--- config.mk ---
export PLATFORM = sky130hd
export DESIGN_NAME = fifo_frame_writer_flat
export DESIGN_NICKNAME = d
export VERILOG_FILES = /design/src/rtl/fifo_frame_writer_pkg.sv /design/src/rtl/fifo_frame_writer_if.sv /design/src/rtl/fifo_frame_writer_skid.sv /design/src/rtl/fifo_frame_writer.sv /design/src/flat_wrapper.sv
export SDC_FILE = /design/constraint.sdc
export NUM_CORES = 1
export LEC_CHECK = 0
export CELL_PAD_IN_SITES_DETAIL_PLACEMENT = 1
export CELL_PAD_IN_SITES_GLOBAL_PLACEMENT = 2
export CORE_MARGIN = 4
export CORE_UTILIZATION = 26
export CTS_BUF_LIST = sky130_fd_sc_hd__clkbuf_16
export CTS_CLUSTER_SIZE = 28
export DETAILED_ROUTE_END_ITERATION = 7
export PLACE_DENSITY_LB_ADDON = 0.1
export SLEW_MARGIN = 5
export SYNTH_ARGS = -nofsm -noshare
export SYNTH_HDL_FRONTEND = slang
export SYNTH_SLANG_ARGS = --single-unit
--- constraint.sdc ---
create_clock -name CLK -period 1.8 [get_ports CLK]
set_input_delay 0.27 -clock CLK [delete_from_list [all_inputs] [get_ports CLK]]
set_output_delay 0.27 -clock CLK [all_outputs]
set_load 0.01 [all_outputs]
--- src/rtl/fifo_frame_writer_pkg.sv ---
// Shared types and helpers for the FIFO frame writer: write-FSM state encoding and a
// constant-evaluable ceil(log2) used to size the frame-length counter.
package fifo_frame_writer_pkg;

  typedef enum logic [1:0] {
    IDLE  = 2'd0,
    FRAME = 2'd1,
    TRUNC = 2'd2
  } wr_state_e;

  // Number of bits needed to encode 'value' distinct states (0 for value <= 1).
  function automatic int clog2(input int value);
    int r;
    r = 0;
    for (int i = 0; i < 31; i++) begin
      if ((1 << i) < value) r = i + 1;
    end
    return r;
  endfunction

endpackage

--- src/rtl/fifo_frame_writer_if.sv ---
// Bus bundles for the frame writer: the incoming valid/ready word stream and the
// FIFO write port ({last, data} word, write strobe, full flag).
interface fifo_frame_writer_if #(
  parameter int C_WIDTH = 32
);
  logic [C_WIDTH-1:0] S_DATA;
  logic               S_LAST;
  logic               S_VALID;
  logic               S_READY;

  modport master (output S_DATA, S_LAST, S_VALID, input S_READY);
  modport slave  (input S_DATA, S_LAST, S_VALID, output S_READY);
endinterface

interface fifo_wr_port_if #(
  parameter int C_WIDTH = 32
);
  logic [C_WIDTH:0] WR_DATA;
  logic             WR_EN;
  logic             WR_FULL;

  modport master (output WR_DATA, WR_EN, input WR_FULL);
  modport slave  (input WR_DATA, WR_EN, output WR_FULL);
endinterface

--- src/rtl/fifo_frame_writer_skid.sv ---
// Two-entry skid buffer between a valid/ready source and a FIFO write port.
// The out entry drives the FIFO; the skid entry absorbs the word in flight when it stalls.
module fifo_wr_skid
  import fifo_frame_writer_pkg::*;
#(
  parameter int C_DW = 33
) (
  input  logic            CLK,
  input  logic            RST_N,
  input  logic            in_valid,
  input  logic [C_DW-1:0] in_data,
  output logic            in_ready,
  output logic            wr_en,
  output logic [C_DW-1:0] wr_data,
  input  logic            wr_full
);

  logic            out_valid_reg;
  logic            skid_valid_reg;
  logic            in_ready_reg;
  logic [C_DW-1:0] out_data_reg;
  logic [C_DW-1:0] skid_data_reg;
  logic            push;
  logic            out_free;
  logic            skid_valid_next;

  assign push     = out_valid_reg & ~wr_full;
  assign out_free = ~out_valid_reg | push;

  // in_valid can only arrive while the skid entry is empty, because in_ready mirrors it.
  always_comb begin
    skid_valid_next = skid_valid_reg;
    if (out_free)
      skid_valid_next = 1'b0;
    else if (in_valid)
      skid_valid_next = 1'b1;
  end

  always_ff @(posedge CLK) begin
    if (!RST_N) begin
      out_valid_reg  <= 1'b0;
      skid_valid_reg <= 1'b0;
      in_ready_reg   <= 1'b0;
      out_data_reg   <= '0;
      skid_data_reg  <= '0;
    end else begin
      skid_valid_reg <= skid_valid_next;
      in_ready_reg   <= ~skid_valid_next;
      if (out_free) begin
        if (skid_valid_reg) begin
          out_data_reg  <= skid_data_reg;
          out_valid_reg <= 1'b1;
        end else if (in_valid) begin
          out_data_reg  <= in_data;
          out_valid_reg <= 1'b1;
        end else begin
          out_valid_reg <= 1'b0;
        end
      end else if (in_valid) begin
        skid_data_reg <= in_data;
      end
    end
  end

  assign in_ready = in_ready_reg;
  assign wr_en    = push;
  assign wr_data  = out_data_reg;

endmodule

--- src/rtl/fifo_frame_writer.sv ---
// Frame-aware write front end for the async FIFO: truncates frames longer than C_MAX_LEN.
// Optional macro FIFO_FRAME_WR_STATS_EN enables the frame / truncation counters.
module fifo_frame_writer
  import fifo_frame_writer_pkg::*;
#(
  parameter int C_WIDTH   = 32,
  parameter int C_MAX_LEN = 1518
) (
  input  logic                CLK,
  input  logic                RST_N,
  fifo_frame_writer_if.slave  s_if,
  fifo_wr_port_if.master      wr_if,
  output logic                TRUNC_ERR,
  output logic [31:0]         STAT_FRAMES,
  output logic [31:0]         STAT_TRUNC
);

  localparam int C_LEN_BITS = clog2(C_MAX_LEN + 1);

  wr_state_e             state_reg;
  logic [C_LEN_BITS-1:0] len_reg;
  logic                  trunc_err_reg;
  logic                  accept;
  logic                  at_limit;
  logic                  keep;
  logic                  skid_in_valid;
  logic [C_WIDTH:0]      skid_in_data;

  assign accept   = s_if.S_VALID & s_if.S_READY;
  // The incoming word is the C_MAX_LEN-th of its frame: it must close the frame either way.
  assign at_limit = (state_reg == FRAME) && (len_reg == C_LEN_BITS'(C_MAX_LEN - 1));
  assign keep     = (state_reg != TRUNC);

  assign skid_in_valid = accept & keep;
  assign skid_in_data  = {s_if.S_LAST | at_limit, s_if.S_DATA};

  fifo_wr_skid #(
    .C_DW (C_WIDTH + 1)
  ) u_skid (
    .CLK      (CLK),
    .RST_N    (RST_N),
    .in_valid (skid_in_valid),
    .in_data  (skid_in_data),
    .in_ready (s_if.S_READY),
    .wr_en    (wr_if.WR_EN),
    .wr_data  (wr_if.WR_DATA),
    .wr_full  (wr_if.WR_FULL)
  );

  always_ff @(posedge CLK) begin
    if (!RST_N) begin
      state_reg     <= IDLE;
      len_reg       <= '0;
      trunc_err_reg <= 1'b0;
    end else begin
      trunc_err_reg <= 1'b0;
      if (accept) begin
        case (state_reg)
          IDLE: begin
            if (!s_if.S_LAST) begin
              len_reg   <= C_LEN_BITS'(1);
              state_reg <= FRAME;
            end
          end
          FRAME: begin
            if (at_limit && !s_if.S_LAST) begin
              len_reg       <= '0;
              trunc_err_reg <= 1'b1;
              state_reg     <= TRUNC;
            end else if (s_if.S_LAST) begin
              len_reg   <= '0;
              state_reg <= IDLE;
            end else begin
              len_reg <= len_reg + C_LEN_BITS'(1);
            end
          end
          TRUNC: begin
            if (s_if.S_LAST) begin
              len_reg   <= '0;
              state_reg <= IDLE;
            end
          end
          default: begin
            len_reg   <= '0;
            state_reg <= IDLE;
          end
        endcase
      end
    end
  end

  assign TRUNC_ERR = trunc_err_reg;

`ifdef FIFO_FRAME_WR_STATS_EN
  logic [31:0] stat_frames_reg;
  logic [31:0] stat_trunc_reg;

  always_ff @(posedge CLK) begin
    if (!RST_N) begin
      stat_frames_reg <= '0;
      stat_trunc_reg  <= '0;
    end else begin
      if (wr_if.WR_EN && wr_if.WR_DATA[C_WIDTH])
        stat_frames_reg <= stat_frames_reg + 32'd1;
      if (trunc_err_reg)
        stat_trunc_reg <= stat_trunc_reg + 32'd1;
    end
  end

  assign STAT_FRAMES = stat_frames_reg;
  assign STAT_TRUNC  = stat_trunc_reg;
`else
  assign STAT_FRAMES = 32'd0;
  assign STAT_TRUNC  = 32'd0;
`endif

endmodule

--- src/flat_wrapper.sv ---
// flat-port wrapper written by rule: the top's interface ports become plain ports
module fifo_frame_writer_flat import fifo_frame_writer_pkg::*;
#(
  parameter int C_WIDTH   = 32,
  parameter int C_MAX_LEN = 1518
)
  (CLK, RST_N, TRUNC_ERR, STAT_FRAMES, STAT_TRUNC, s_if_S_DATA, s_if_S_LAST, s_if_S_VALID, s_if_S_READY, wr_if_WR_DATA, wr_if_WR_EN, wr_if_WR_FULL);
  fifo_frame_writer_if #(.C_WIDTH(C_WIDTH)) s_if_i ();
  fifo_wr_port_if #(.C_WIDTH(C_WIDTH)) wr_if_i ();
  input  logic CLK;
  input  logic RST_N;
  output logic TRUNC_ERR;
  output logic [31:0] STAT_FRAMES;
  output logic [31:0] STAT_TRUNC;
  input wire logic [$bits(s_if_i.S_DATA)-1:0] s_if_S_DATA;
  input wire logic [$bits(s_if_i.S_LAST)-1:0] s_if_S_LAST;
  input wire logic [$bits(s_if_i.S_VALID)-1:0] s_if_S_VALID;
  output wire logic [$bits(s_if_i.S_READY)-1:0] s_if_S_READY;
  output wire logic [$bits(wr_if_i.WR_DATA)-1:0] wr_if_WR_DATA;
  output wire logic [$bits(wr_if_i.WR_EN)-1:0] wr_if_WR_EN;
  input wire logic [$bits(wr_if_i.WR_FULL)-1:0] wr_if_WR_FULL;
  assign s_if_i.S_DATA = s_if_S_DATA;
  assign s_if_i.S_LAST = s_if_S_LAST;
  assign s_if_i.S_VALID = s_if_S_VALID;
  assign s_if_S_READY = s_if_i.S_READY;
  assign wr_if_WR_DATA = wr_if_i.WR_DATA;
  assign wr_if_WR_EN = wr_if_i.WR_EN;
  assign wr_if_i.WR_FULL = wr_if_WR_FULL;
  fifo_frame_writer #(.C_WIDTH(C_WIDTH), .C_MAX_LEN(C_MAX_LEN)) u_core (.CLK(CLK), .RST_N(RST_N), .s_if(s_if_i), .wr_if(wr_if_i), .TRUNC_ERR(TRUNC_ERR), .STAT_FRAMES(STAT_FRAMES), .STAT_TRUNC(STAT_TRUNC));
endmodule
After elaboration in Yosys (flattened, before gate mapping)

Cells that the tools add are included.

$add $sub $neg: 1
Equal/unequal tests: 6
Mux-type cells: 16
Bitwise gates (word level): 9
Reduce and logical (&&, ||, !) cells: 10

Operators by type and width:

| cell                    | number |
|---|---|
| $mux W33                | 2 |
| $mux W11                | 4 |
| $pmux W11 S3            | 1 |
| $add A11 B1 Y11 const B | 1 |
| $eq A11 B11 Y1 const B  | 1 |
| $mux W2                 | 3 |
| $ne A2 B2 Y1 const B    | 3 |
| $pmux W2 S3             | 1 |
| $reduce_and A2 Y1       | 3 |
| $reduce_and A3 Y1       | 2 |
| $mux W1                 | 5 |
| $not A1 Y1              | 4 |
| $and A1 B1 Y1           | 3 |
| $eq A2 B1 Y1 const B    | 1 |
| $eq A2 B2 Y1 const B    | 1 |
| $logic_and A1 B1 Y1     | 2 |
| $logic_not A2 Y1        | 1 |
| $or A1 B1 Y1            | 2 |
| $reduce_bool A2 Y1      | 1 |
| $logic_not A1 Y1        | 1 |

Register bits after elaboration: 83
Input port bits: 37
Output and inout bits: 100
Logic and storage cells: 50

Logic depth before layout (Yosys ltp)

Depth after elaboration: 5
Depth in mapped cells: 7
Depth with buffers taken out: 6

Cells and area by module

Synthesis repeated with hierarchy kept, for this count alone.

Cell total of the unflattened synthesis: 453
Area, all modules: 4179.0 um2

Modules (own cells, without submodules):

| module            | times used | cells an instance | area each (um2) | sequential area each (um2) |
|---|---|---|---|---|
| fifo_wr_skid      | 1          | 301               | 2909.0          | 1381.3 |
| fifo_frame_writer | 1          | 152               | 1270.0          | 280.3 |

Worst setup path before layout

No wires, ideal clock.

Kind: register to register
Start: reg u_core.len_reg[0]
End: reg u_core.len_reg[6]
Library setup time: 0.074 ns
Data arrival time: 1.542 ns
Setup slack: 0.183 ns
Stages on the path, launching flop included: 6
Buffers on the path: 0
Cell sequence: dfxtp_1 -> ha_1 -> nand3_1 -> or2_2 -> or4_1 -> a31oi_1

Cells in the longest elaborated chain, start to end: 5

RTL lines:

| what                                                                    | RTL line                | text |
|---|---|---|
| start, declared                                                         | fifo_frame_writer.sv:21 | `logic [C_LEN_BITS-1:0] len_reg;` |
| start signal, assigned                                                  | fifo_frame_writer.sv:74 | `len_reg <= len_reg + C_LEN_BITS'(1);` |
| parallel branches: the longest is 3 deep, another holds $add A11 B1 Y11 | n/a                     |  |
| $mux W11 *                                                              | fifo_frame_writer.sv:66 | `if (at_limit && !s_if.S_LAST) begin` |
| $pmux W11 S3 *                                                          | fifo_frame_writer.sv:58 | `case (state_reg)` |

Mark *: on every way between the ends.
A chain may end at the register's enable or synchronous reset.

Worst setup path after layout

Start: reg u_core.len_reg[0]
End: reg u_core.len_reg[7]

Same word-level chain as after synthesis.

==> summary.txt <==
Floorplanning
  • Die span in x: 133.1 um
  • Die area: 0.01771 sq mm
  • Height of the die: 133.1 um
  • I/O pin cnt: 137
  • Rows: 45
  • Starting Density: 0.2665
  • CORE AREA: 0.01526 sq mm

Synthesis
  • Asr flop ratio synth: 0
  • EDFF count, synth: 0
  • Mapped Cells: 474
  • Top FF cell, synth: dfxtp_1
  • Syn avg cell area: 8.579 sq um
  • Yosys warning count: 0
  • Synthesized cell area: 0.004066 sq mm
  • Seq cells post-synth: 83
  • Cell variety after synth: 50
  • Sequential-to-total area share from yosys stat: 0.4086

Detailed routing
  • DRC: 0
  • Via/cell ratio: 4.439
  • Routed WL per cell: 15.09 um
  • Drt first pass iters: 4
  • Final wirelength: 11650 um
  • Final ANT Viol Nets: 0
  • Vias: 3427
  • DRT iter0 DRCs: 111

GRT
  • Initial antenna violation count: 0
  • GRT busiest layer: met2
  • M3 GR Usage: 0.03498
  • M1 GR Usage: 0.1712
  • Total grt overflow: 0
  • Vias in the first global route: 3553
  • Met2 usage: 0.2150
  • Global-route usage over all layers: 0.1316
  • First-pass GRT wire length: 18720 um
  • Largest net degree at the start of global routing: 33

CTS
  • Clock buffer depth: 2
  • Worst-path clk slew: 0.06 ns
  • Clock sinks: 83
  • Clock Latency Late Sink: 0.34 ns
  • Root Driver: clkbuf_16
  • H-tree levels: 3
  • CTS tree: built
  • Num CTS Buffers: 9

Critical path
  • Worst r2r dst: u_core.len_reg[7]
  • Worst reg2reg path depth: 6
  • Startpoint types: register
  • Worst setup path start: u_core.len_reg[0]
  • CP required: 2.03 ns
  • CP Data Arrival Time: 1.94 ns
  • Critical Path Sink: u_core.len_reg[7]
  • Reg2Reg Setup Slack: 0.08 ns
  • Max FO, Critical Path: 4
  • Worst setup path class: register to register
  • Critical Path End Type: register
  • R2r startpoint: u_core.len_reg[0]

Placement
  • RePlAce Congestion: 0.7781
  • IO Port Bufs: 72
  • Placed cell area: 0.005017 sq mm
  • DP Cell Count: 755
  • DP Wirelength: 8019 um

Power
  • Static Leakage: 1.881 nW
  • Max IR drop VDD: 424.7 uV
  • Pwr/cell area: 834.6 mW/mm^2
  • Total power: 4.503 mW

Cells and area
  • Most common cell after layout, fill and taps aside: dfxtp_1
  • Fill count: 1781
  • Final Cell Area: 0.005395 sq mm
  • Area grow syn2layout: 32.68%
  • # diodes: 0
  • Post-layout nets: 595
  • Layout cells sized above 1: 0.1159
  • Most frequent cells in the layout: dfxtp_1, nand2_1, a21oi_1, clkdlybuf4s50_1, conb_1
  • Final non-filler cell total: 772
  • Post-route core utilization: 0.3536

Flow run
  • Max_cap viols: 0

STA
  • RSZ-0062 raised after global routing: yes
  • Period Utilization, post-route: 0.9528
  • Final hold violations: 0
  • Fin. max-slew vios: 0
  • Min cycle time layout: 1.715 ns
  • Clk_skew: 0.004270 ns
  • Peak Freq: 583.1 MHz
  • Setup violators final: 0

Hold path
  • Hold Crit Depth: 4
  • Worst min-delay path category: primary input to register

Outcome
  • Status: complete, no violations
## cells in the mapped netlist, types with 3 or more instances
library cell,instances,area [sq um]
nand2_1,76,285.3
buf_4,65,488.0
clkbuf_1,13,48.80
nor4_1,3,18.77
a211oi_1,33,247.7
nand3b_1,3,22.52
buf_2,17,85.08
a31oi_1,5,31.28
mux2i_1,32,320.3
o21ai_0,5,25.02
or3_1,4,25.02
a21oi_1,76,380.4
nand3_1,5,25.02
inv_1,5,18.77
buf_1,4,15.01
nor2_1,6,22.52
dfxtp_1,83,1662
## what timing repair did
item	in CTS	in global routing
endpoints found under the setup margin	0	8
hold buffers	0	0
resized for setup	0	14
setup buffers	0	1
## cells by family (layout without fill, tap and decap cells)
group / count (synthesis) / in the layout / share of synthesized area
compound gates: 134 / 134 / 0.2049
xor+xnor: 2 / 2 / 0.004308
fa+ha+maj: 2 / 2 / 0.006153
buf+inv: 105 / 129 / 0.1640
flops: 83 / 83 / 0.4086
mux: 32 / 32 / 0.07877
other cells: 1 / 64 / 0.0009222
simple gates: 115 / 115 / 0.1323
## routing by layer
layer	share of wire	up-vias	routed length, um
met5	0	-	0
met4	0.0089	0	104
met3	0.049	7	567
met2	0.47	85	5464
met1	0.47	1625	5510
li1	-	1710	-
## report_power, final
group	switching (mW)	internal, mW	total, mW
clock	0.749	1.20	1.95
combinational	0.313	0.294	0.607
sequential	0.0404	1.90	1.95
total	1.10	3.40	4.50
## critical path: stages (launching register included)
cell	delay, ns
dfxtp_2	0.38
ha_4	0.15
nand3b_1	0.16
o41ai_4	0.46
buf_4	0.20
a31oi_4	0.03
o221a_1	0.21
## metrics by stage
stage / setup slack, ns / hold WS [ns] / TNS, ns
floorplan: 0.1832 / 0.4060 / 0
global placement: -0.3225 / 0.4417 / -4.786
detailed placement: -0.2547 / 0.4489 / -6.018
CTS: 0.02435 / 0.4580 / 0
global route: -0.02056 / 0.4698 / -0.02420
finish: 0.08492 / 0.4301 / 0
## final cells by class
class	count	area (sq um)	share of cell area
flip-flops and latches	83	1669	0.3094
inverters	5	21.27	0.003942
clock buffers	9	225.2	0.04174
repair buffers	108	1094	0.2027
multi-input cells	349	2038	0.3778
well taps	211	264.0	0.04893
clock inverters	7	83.83	0.01554
## worst min path at each step
stage	from	end	slack [ns]
after global placement	u_core.u_skid.skid_data_reg[19]	u_core.u_skid.skid_data_reg[19]	0.44
after floorplan	s_if_S_DATA[0]	u_core.u_skid.skid_data_reg[0]	0.41
after global routing	s_if_S_LAST	u_core.len_reg[0]	0.47
after detailed placement	u_core.u_skid.skid_data_reg[15]	u_core.u_skid.skid_data_reg[15]	0.45
final	s_if_S_LAST	u_core.len_reg[0]	0.43
after CTS	u_core.u_skid.skid_data_reg[15]	u_core.u_skid.skid_data_reg[15]	0.46
Power figures use the tool's default switching activity.
